## config.mk

```make
export PLATFORM = sky130hd
export DESIGN_NAME = synapse_bank_flat
export DESIGN_NICKNAME = d
export VERILOG_FILES = /design/src/rtl/synapse_bank_if.sv /design/src/rtl/synapse_bank.sv /design/src/flat_wrapper.sv
export SDC_FILE = /design/constraint.sdc
export NUM_CORES = 1
export LEC_CHECK = 0
export CAP_MARGIN = 20
export CORE_MARGIN = 2
export CORE_UTILIZATION = 40
export CTS_CLUSTER_SIZE = 8
export DETAILED_ROUTE_END_ITERATION = 10
export PLACE_DENSITY_LB_ADDON = 0.1
export SETUP_SLACK_MARGIN = 0.3
export SLEW_MARGIN = 20
export SYNTH_ARGS = -nofsm -noshare
export SYNTH_HDL_FRONTEND = slang
export SYNTH_SLANG_ARGS = --single-unit
```

## constraint.sdc

```tcl
create_clock -name clk -period 12.14 [get_ports clk]
set_input_delay 2.428 -clock clk [delete_from_list [all_inputs] [get_ports clk]]
set_output_delay 2.428 -clock clk [all_outputs]
set_load 0.01 [all_outputs]
```

## src/rtl/synapse_bank_if.sv

```systemverilog
// rtl/synapse_bank_if.sv - fixed-point type package and bus interfaces used by synapse_bank
package fp;
    typedef logic signed [15:0] fpType;
endpackage

interface spike_in_if;
    logic       valid;
    logic [7:0] address;
    logic       on_off;

    modport master (output valid, output address, output on_off);
    modport slave  (input valid, input address, input on_off);
endinterface

interface synapse_dendrite_if;
    fp::fpType vmem;
    fp::fpType output_current;

    modport synapse  (input vmem, output output_current);
    modport dendrite (output vmem, input output_current);
endinterface

interface config_if;
    logic        data_clk;
    logic [15:0] data_in;

    modport master (output data_clk, output data_in);
    modport slave  (input data_clk, input data_in);
endinterface

```

## src/rtl/synapse_bank.sv

```systemverilog
// rtl/synapse_bank.sv - N_SYN conductance synapses sharing one multiplier into a dendrite
// Optional exponential conductance decay: define SYNAPSE_BANK_DECAY_EN.
module synapse_bank #(
    parameter int          N_SYN       = 4,
    parameter logic [15:0] GSYN_MAX    = 16'h7fff,
    parameter int          SHIFT       = 9,
    parameter int          DECAY_SHIFT = 4
) (
    input  logic                 clk,
    input  logic                 reset,
    spike_in_if.slave            input_spike,
    synapse_dendrite_if.synapse  dendrite,
    config_if.slave              cfg_in,
    config_if.master             cfg_out,
    input  logic signed [15:0]   E_rev
);

    localparam int IDX_W     = (N_SYN > 1) ? $clog2(N_SYN) : 1;
    localparam int ACC_W     = 33 + $clog2(N_SYN);
    localparam int CHAIN_LEN = 2 * N_SYN;

    typedef enum logic [1:0] {
        ST_IDLE = 2'd0,
        ST_ACC  = 2'd1,
        ST_OUT  = 2'd2
    } state_t;

    state_t                    state_q;
    state_t                    state_d;
    logic [IDX_W-1:0]          idx_q;
    logic signed [ACC_W-1:0]   acc_q;
    logic signed [ACC_W-1:0]   acc_sh;
    logic signed [16:0]        diff_q;
    logic signed [16:0]        gsyn_sel;
    logic signed [33:0]        prod;
    logic [15:0]               out_q;
    logic [15:0]               out_sat;
    logic                      out_fits;

    // chain[2k] = weight[k], chain[2k+1] = cfg[k]
    logic [15:0]               chain [CHAIN_LEN];
    logic                      sync1;
    logic                      sync2;
    logic                      sync3;
    logic                      cfg_shift;

    logic [15:0]               gsyn     [N_SYN];
    logic [15:0]               gsyn_nxt [N_SYN];
    logic [N_SYN-1:0]          hit;

    always_ff @(posedge clk) begin
        if (reset) begin
            sync1 <= 1'b0;
            sync2 <= 1'b0;
            sync3 <= 1'b0;
        end else begin
            sync1 <= cfg_in.data_clk;
            sync2 <= sync1;
            sync3 <= sync2;
        end
    end

    assign cfg_shift = sync2 & ~sync3;

    // Configuration survives reset so a soft reset keeps the loaded network.
    always_ff @(posedge clk) begin
        if (cfg_shift) begin
            chain[0] <= cfg_in.data_in;
            for (int i = 1; i < CHAIN_LEN; i++) begin
                chain[i] <= chain[i-1];
            end
        end
    end

    assign cfg_out.data_clk = cfg_in.data_clk;
    assign cfg_out.data_in  = chain[CHAIN_LEN-1];

    function automatic logic [15:0] spike_step(input logic [15:0] g, input logic [15:0] w,
                                               input logic up);
        logic [16:0] s;
        if (up) begin
            s = {1'b0, g} + {1'b0, w};
            spike_step = (s > {1'b0, GSYN_MAX}) ? GSYN_MAX : s[15:0];
        end else begin
            s = {1'b0, g} - {1'b0, w};
            spike_step = s[16] ? 16'd0 : s[15:0];
        end
    endfunction

    always_comb begin
        for (int k = 0; k < N_SYN; k++) begin
            hit[k] = input_spike.valid && chain[2*k+1][8] &&
                     (input_spike.address == chain[2*k+1][7:0]);
            gsyn_nxt[k] = gsyn[k];
            if (hit[k]) begin
                gsyn_nxt[k] = spike_step(gsyn[k], chain[2*k], input_spike.on_off);
            end
`ifdef SYNAPSE_BANK_DECAY_EN
            else if (state_q == ST_OUT) begin
                gsyn_nxt[k] = gsyn[k] - (gsyn[k] >> DECAY_SHIFT);
            end
`endif
        end
    end

`ifndef SYNAPSE_BANK_DECAY_EN
    // Without decay DECAY_SHIFT has no effect beyond this range check.
    if (DECAY_SHIFT < 0 || DECAY_SHIFT > 15) begin : g_decay_shift_unused
    end
`endif

    always_ff @(posedge clk) begin
        if (reset) begin
            for (int k = 0; k < N_SYN; k++) begin
                gsyn[k] <= 16'd0;
            end
        end else begin
            for (int k = 0; k < N_SYN; k++) begin
                gsyn[k] <= gsyn_nxt[k];
            end
        end
    end

    always_ff @(posedge clk) begin
        if (reset) begin
            state_q <= ST_IDLE;
        end else begin
            state_q <= state_d;
        end
    end

    always_comb begin
        state_d = state_q;
        case (state_q)
            ST_IDLE: state_d = ST_ACC;
            ST_ACC:  if (idx_q == IDX_W'(N_SYN - 1)) state_d = ST_OUT;
            ST_OUT:  state_d = ST_IDLE;
            default: state_d = ST_IDLE;
        endcase
    end

    // Single shared multiplier walks the channels; gsyn is read live.
    assign gsyn_sel = $signed({1'b0, gsyn[idx_q]});
    assign prod     = 34'(gsyn_sel) * 34'(diff_q);

    assign acc_sh   = acc_q >>> SHIFT;
    assign out_fits = (acc_sh[ACC_W-1:15] == '0) || (acc_sh[ACC_W-1:15] == '1);
    assign out_sat  = out_fits ? acc_sh[15:0] : (acc_sh[ACC_W-1] ? 16'h8000 : 16'h7fff);

    always_ff @(posedge clk) begin
        if (reset) begin
            idx_q  <= '0;
            acc_q  <= '0;
            diff_q <= '0;
            out_q  <= 16'd0;
        end else begin
            case (state_q)
                ST_IDLE: begin
                    acc_q  <= '0;
                    idx_q  <= '0;
                    diff_q <= $signed({E_rev[15], E_rev}) -
                              $signed({dendrite.vmem[15], dendrite.vmem});
                end
                ST_ACC: begin
                    acc_q <= acc_q + ACC_W'(prod);
                    idx_q <= idx_q + IDX_W'(1);
                end
                ST_OUT: begin
                    out_q <= out_sat;
                end
                default: begin
                    idx_q <= '0;
                end
            endcase
        end
    end

    assign dendrite.output_current = out_q;

endmodule

```

## src/flat_wrapper.sv

```systemverilog
// flat-port wrapper written by rule: the top's interface ports become plain ports
module synapse_bank_flat 
#(
    parameter int          N_SYN       = 4,
    parameter logic [15:0] GSYN_MAX    = 16'h7fff,
    parameter int          SHIFT       = 9,
    parameter int          DECAY_SHIFT = 4
)
  (clk, reset, E_rev, input_spike_valid, input_spike_address, input_spike_on_off, dendrite_vmem, dendrite_output_current, cfg_in_data_clk, cfg_in_data_in, cfg_out_data_clk, cfg_out_data_in);
  spike_in_if input_spike_i ();
  synapse_dendrite_if dendrite_i ();
  config_if cfg_in_i ();
  config_if cfg_out_i ();
  input  logic clk;
  input  logic reset;
  input  logic signed [15:0] E_rev;
  input wire logic [$bits(input_spike_i.valid)-1:0] input_spike_valid;
  input wire logic [$bits(input_spike_i.address)-1:0] input_spike_address;
  input wire logic [$bits(input_spike_i.on_off)-1:0] input_spike_on_off;
  input wire logic [$bits(dendrite_i.vmem)-1:0] dendrite_vmem;
  output wire logic [$bits(dendrite_i.output_current)-1:0] dendrite_output_current;
  input wire logic [$bits(cfg_in_i.data_clk)-1:0] cfg_in_data_clk;
  input wire logic [$bits(cfg_in_i.data_in)-1:0] cfg_in_data_in;
  output wire logic [$bits(cfg_out_i.data_clk)-1:0] cfg_out_data_clk;
  output wire logic [$bits(cfg_out_i.data_in)-1:0] cfg_out_data_in;
  assign input_spike_i.valid = input_spike_valid;
  assign input_spike_i.address = input_spike_address;
  assign input_spike_i.on_off = input_spike_on_off;
  assign dendrite_i.vmem = dendrite_vmem;
  assign dendrite_output_current = dendrite_i.output_current;
  assign cfg_in_i.data_clk = cfg_in_data_clk;
  assign cfg_in_i.data_in = cfg_in_data_in;
  assign cfg_out_data_clk = cfg_out_i.data_clk;
  assign cfg_out_data_in = cfg_out_i.data_in;
  synapse_bank #(.N_SYN(N_SYN), .GSYN_MAX(GSYN_MAX), .SHIFT(SHIFT), .DECAY_SHIFT(DECAY_SHIFT)) u_core (.clk(clk), .reset(reset), .input_spike(input_spike_i), .dendrite(dendrite_i), .cfg_in(cfg_in_i), .cfg_out(cfg_out_i), .E_rev(E_rev));
endmodule
```

* After elaboration in Yosys (flattened, before gate mapping)
Memories as Yosys holds them, arrays and structs flattened. A register that Yosys moved wholly into a read port is not among the register bits.
Index checks and enable logic that the tools add are counted.
** Cells by class
- $lt $le $gt $ge :: 4
- Add/subtract/negate cells :: 11
- Muxes and demuxes :: 33
- Equal/unequal tests :: 9
- Reductions and logical operators :: 12
- Bitwise operators :: 6
- $mul :: 1
** Operators by type and width (number)
- 16-bit two-way mux :: 22
- 16-bit by 16-bit subtractor with 17-bit output :: 5
- 35-bit case mux with 2 select lines :: 1
- 16-bit by 16-bit adder with 17-bit output :: 4
- 17-bit by 15-bit greater-than comparator with 1-bit output (second input constant) :: 4
- 35-bit by 34-bit adder with 35-bit output :: 1
- 17-bit by 17-bit multiplier with 34-bit output :: 1
- 8-bit == test :: 4
- 20-bit == test (second input constant) :: 1
- 20-bit zero test :: 1
- 1-bit logical AND :: 8
- 2-bit case mux with 2 select lines :: 2
- 2-bit two-way mux :: 3
- 1-bit two-way mux :: 5
- 2-bit == test (second input constant) :: 2
- 1-bit bitwise OR :: 4
- 2-bit by 1-bit adder with 2-bit output (second input constant) :: 1
- 2-bit by 1-bit == test with 1-bit output (second input constant) :: 1
- 2-bit zero test :: 1
- 2-bit by 1-bit inequality test with 1-bit output (second input constant) :: 1
- 2-bit nonzero test :: 1
- 1-bit bitwise AND :: 1
- 1-bit logical OR :: 1
- 1-bit inverter :: 1
** Storage, ports and cells
- Input bits :: 61
- Bits in writable memories :: 192
- Memories :: 2
- Flip-flop bits (word level) :: 75
- Output and inout bits :: 33
** Memory list
- u_core.chain :: words 8, bits a word 16, read ports 8, clocked after Yosys merged registers in 0, wr ports 8, RTL line synapse_bank.sv:41 : logic [15:0] chain [CHAIN_LEN];
- u_core.gsyn :: words 4, bits a word 16, read ports 5, clocked after Yosys merged registers in 1, wr ports 4, RTL line synapse_bank.sv:47 : logic [15:0] gsyn [N_SYN];

* Depth between registers and ports, before layout
An unclocked memory read counts as a cell.
- Depth in word-level cells :: 7
- Mapped depth :: 28
- Mapped depth without buffers :: 24

* Worst setup path after synthesis
No wires, ideal clock.
- Kind :: reg-to-reg
- From :: reg (tool-made name)
- To :: reg u_core.acc_q[24]
- Setup slack :: 4976 ps
- Data required time :: 12023 ps
- Data arrival time :: 7047 ps
- Clock period less this slack :: 7164 ps
- Stages on the path, launching flop included :: 26
- Path through :: dfxtp_1 > clkbuf_1 > buf_1 > mux4_2 > clkbuf_1 > and2_1 > fa_1 > inv_1 > fa_1 > fa_1 > fa_1 > inv_1 > fa_1 > inv_1 > fa_1 > inv_1 > ha_1 > a21oi_1 > o21ai_0 > a211o_1 > a31oi_1 > o211ai_1 > a211oi_1 > o21bai_1 > xor2_1 > a22o_1
** RTL lines
- end signal, assigned :: RTL line synapse_bank.sv:165 : acc_q <= acc_q + ACC_W'(prod);
- end, declared :: RTL line synapse_bank.sv:31 : logic signed [ACC_W-1:0] acc_q;

==> metrics.txt <==
cell count after synthesis=2901; critical path class=flop to flop; top-level I/O count=94; cells on worst reg2reg path=21; share of flip-flops with an asynchronous set or reset=0%; Seq/Total Area, Yosys=24.9%; DIE HEIGHT=263 um; number of flops mapped to enable cells by yosys=128; Initial Util=40.5%; largest family of logic cells by synthesized area=adder cells; Buffers on Ports=93; DRC Markers=0; slowest library cell on the worst path=mux4_2; CP max stage delay=830 ps; Worst Hold Slack=415 ps; crit share post-route=60.7%; Reg clk slew, reported paths=60 ps; switching power total=0.649 mW; Worst path depth=21; combinational share of power=10.5%; max capacitance violation total=0; wire length per cell=20.1 um; H-tree levels=2; post-synthesis mux area share=1.57%; R2R Setup Slk=4770 ps; crit-path most repeated cell=fa_1; top_reg_cell synth=dfxtp_1; min Tclk post-route=7370 ps; Slew HR=38.7%; Sink Count=269; CTS tree=yes; Syn Nets=3484; placed instance area=28400 sq um; gr ovfl total=0; Avg Cell Area, Syn=9.22 sq um; Lkg Pwr=13.4 nW; Crit. End Element=flop; PwrDens=80.9 nW/um^2; FF-to-FF End=u_core.acc_q[34]; critical-path cell list=mux4_2 -> and2_1 -> fa_1 -> inv_1 -> fa_1 -> fa_1 -> inv_1 -> fa_1 -> fa_1 -> inv_1 -> fa_1 -> inv_1 -> ha_1 -> or2_2 -> a211o_1 -> a31oi_1 -> o21ai_0 -> o41ai_1 -> xnor2_1 -> a21oi_1 -> mux2i_1; Pre-antenna DRT Iters=5; startpoint types=flop; layout cells sized above 1=4.03%; compound-cell area share of the yosys netlist=15.3%; Tightest Pin Transition=920 ps; top cell type by total area after synthesis=fa_1; core area=66000 sq um; Peak Freq=136 MHz; share of the synthesized area in the top cell type=18.9%; # fillers=6468; sw frac=27.1%; crit-path leading delay family=adder cells; Setup Buffers After CTS=0; die width=263 um; DRT antenna net count=0; via count=20500; commonest cells after routing, fill and taps aside=470 x inv_1, 270 x ha_1, 252 x fa_1, 224 x nand2_1, 161 x a21oi_1; XOR/XNOR Fraction of Synth Area=4.06%; CP bufs+invs=4; Hold-fix buffers, CTS=0; power share of the clock group=46.8%; Max VDD drop=0.0895 mV; diodes inserted=0; P_int=1.74 mW; design area=29600 sq um; Seq pwr share=42.7%; area grow syn2layout=10.7%; pin count of the biggest net entering global routing=73; most common cell after layout, fill and taps aside=inv_1; CTS resizes=0; Mapped Area=26700 sq um; synth warn=0; root buffer cell=clkbuf_16; signal arrival time at the worst endpoint=7830 ps; synth top area cells=fa_1 19%, edfxtp_1 14%, ha_1 13%; setup_tns=0 ps; first-pass GRT wire length=121000 um; Post-Route WL=76800 um; worst clock skew=26.0 ps; all-layer global routing usage=22.4%; HP Class=flop to flop; Unique masters post-synth=77; Critical Path Sink=u_core.acc_q[34]; Post-Synth Simple-Gate Area=13.9%; nets=3507; row cnt=94; vias in the first global route=21300; Critical Path RT=12600 ps; final hold violation count=0; hpwl dp=60400 um; Critical Path Fanout Max=17; die area=68900 sq um; adder-cell share of the synthesized area=31.5%; RSZ-0062 raised after global routing=false; initial antenna violation count=1; final setup violation count=0; initial DRC count=1145; total CTS buffers=41; Max clock buf depth=3; RePlAce Congestion=0.873; later-pin clock latency in the skew report=590 ps; Synth Register Bits=269; via/cell ratio=5.38; Slew Viols, Final=0; outcome=complete, no violations
## worst min path at each step
stage / cells after the start / to / from
CTS: 0 / u_core.chain[0][45] / u_core.chain[0][29]
detailed placement: 0 / u_core.chain[0][45] / u_core.chain[0][29]
finish: 0 / u_core.chain[0][45] / u_core.chain[0][29]
floorplan: 0 / u_core.chain[0][41] / u_core.chain[0][25]
global placement: 0 / u_core.chain[1][15] / u_core.chain[0][63]
global route: 0 / u_core.chain[0][43] / u_core.chain[0][27]
## layer usage
layer	vias to the layer above	global-route usage, %	share of wire, %
met2	513	38.8	49
met1	10200	28.9	44
met4	2	6.96	2.8
met3	113	3.07	4.5
met5	-	0	0.017
li1	9742	-	-
## state kept, by name (all words and copies together), names as in the netlist, 2 cells and up, named ones only
| register | flops |
|---|---|
| u_core.gsyn | 64 |
| u_core.idx_q | 2 |
| u_core.dendrite.output_current | 16 |
| u_core.acc_q | 35 |
| u_core.diff_q | 17 |
| u_core.chain | 128 |
| u_core.state_q | 2 |
## through the flow
stage                     util (%)  setup slack, ps  total power [mW]  cells
final                         44.9             4770              2.39   3817
after global routing          44.9             4330              2.49   3817
after CTS                     44.9             4460              2.43   3817
after detailed placement      43.0             4470              1.29   3745
after global placement        43.0             4620              1.29   3745
after floorplan                  -             4980              1.19   2901
## power groups by stage
stage / Sequential, mW / Clock, mW / Combinational (mW)
after floorplan: 1.01 / 0 / 0.182
after global placement: 1.04 / 0 / 0.247
after detailed placement: 1.04 / 0 / 0.252
after CTS: 1.02 / 1.15 / 0.253
after global routing: 1.02 / 1.19 / 0.282
final: 1.02 / 1.12 / 0.252
## cell families after synthesis
kind of cell | count (synthesis)
AO/OA/AOI/OAI | 623
AND/OR/NAND/NOR | 737
multiplexers | 22
XOR/XNOR | 124
adder cells (fa/ha/maj) | 522
flip-flops | 269
buffers and inverters | 604
## worst register-to-register path, stage by stage (launching register included)
cell	delay (ps)
dfxtp_1	810
mux4_2	840
and2_1	300
fa_1	540
inv_1	60
fa_1	490
fa_1	510
inv_1	50
fa_1	500
fa_1	490
inv_1	50
fa_1	470
inv_1	40
ha_1	220
or2_2	300
a211o_1	360
a31oi_1	270
o21ai_0	200
o41ai_1	360
xnor2_1	150
a21oi_1	150
mux2i_1	80
## layout make-up
type | count | area (sq um) | area share (%)
inverters | 470 | 1760 | 5.96
clock inverters | 4 | 46.3 | 0.156
well taps | 864 | 1080 | 3.65
multi-input cells | 2028 | 17800 | 60.0
repair buffers | 114 | 1080 | 3.64
clock buffers | 68 | 1190 | 4.02
flip-flops and latches | 269 | 6670 | 22.5
## synth_stat cells (all sizes together) (7+ instances only)
| master | n |
|---|---|
| a2111oi | 7 |
| a211oi | 23 |
| a21boi | 7 |
| a21o | 33 |
| a21oi | 162 |
| a221oi | 7 |
| a22o | 33 |
| a22oi | 12 |
| a31oi | 38 |
| a32o | 12 |
| and2 | 159 |
| and3 | 7 |
| buf | 35 |
| clkbuf | 99 |
| dfxtp | 141 |
| edfxtp | 128 |
| fa | 252 |
| ha | 270 |
| inv | 470 |
| mux4 | 16 |
| nand2 | 225 |
| nand2b | 43 |
| nand3 | 28 |
| nand4 | 12 |
| nor2 | 120 |
| nor2b | 37 |
| nor3 | 40 |
| nor3b | 14 |
| nor4 | 17 |
| o211ai | 24 |
| o21a | 23 |
| o21ai | 142 |
| o21bai | 21 |
| o22ai | 8 |
| o31ai | 13 |
| or3 | 22 |
| xnor2 | 75 |
| xor2 | 49 |
(Power assumes the default switching activity.)
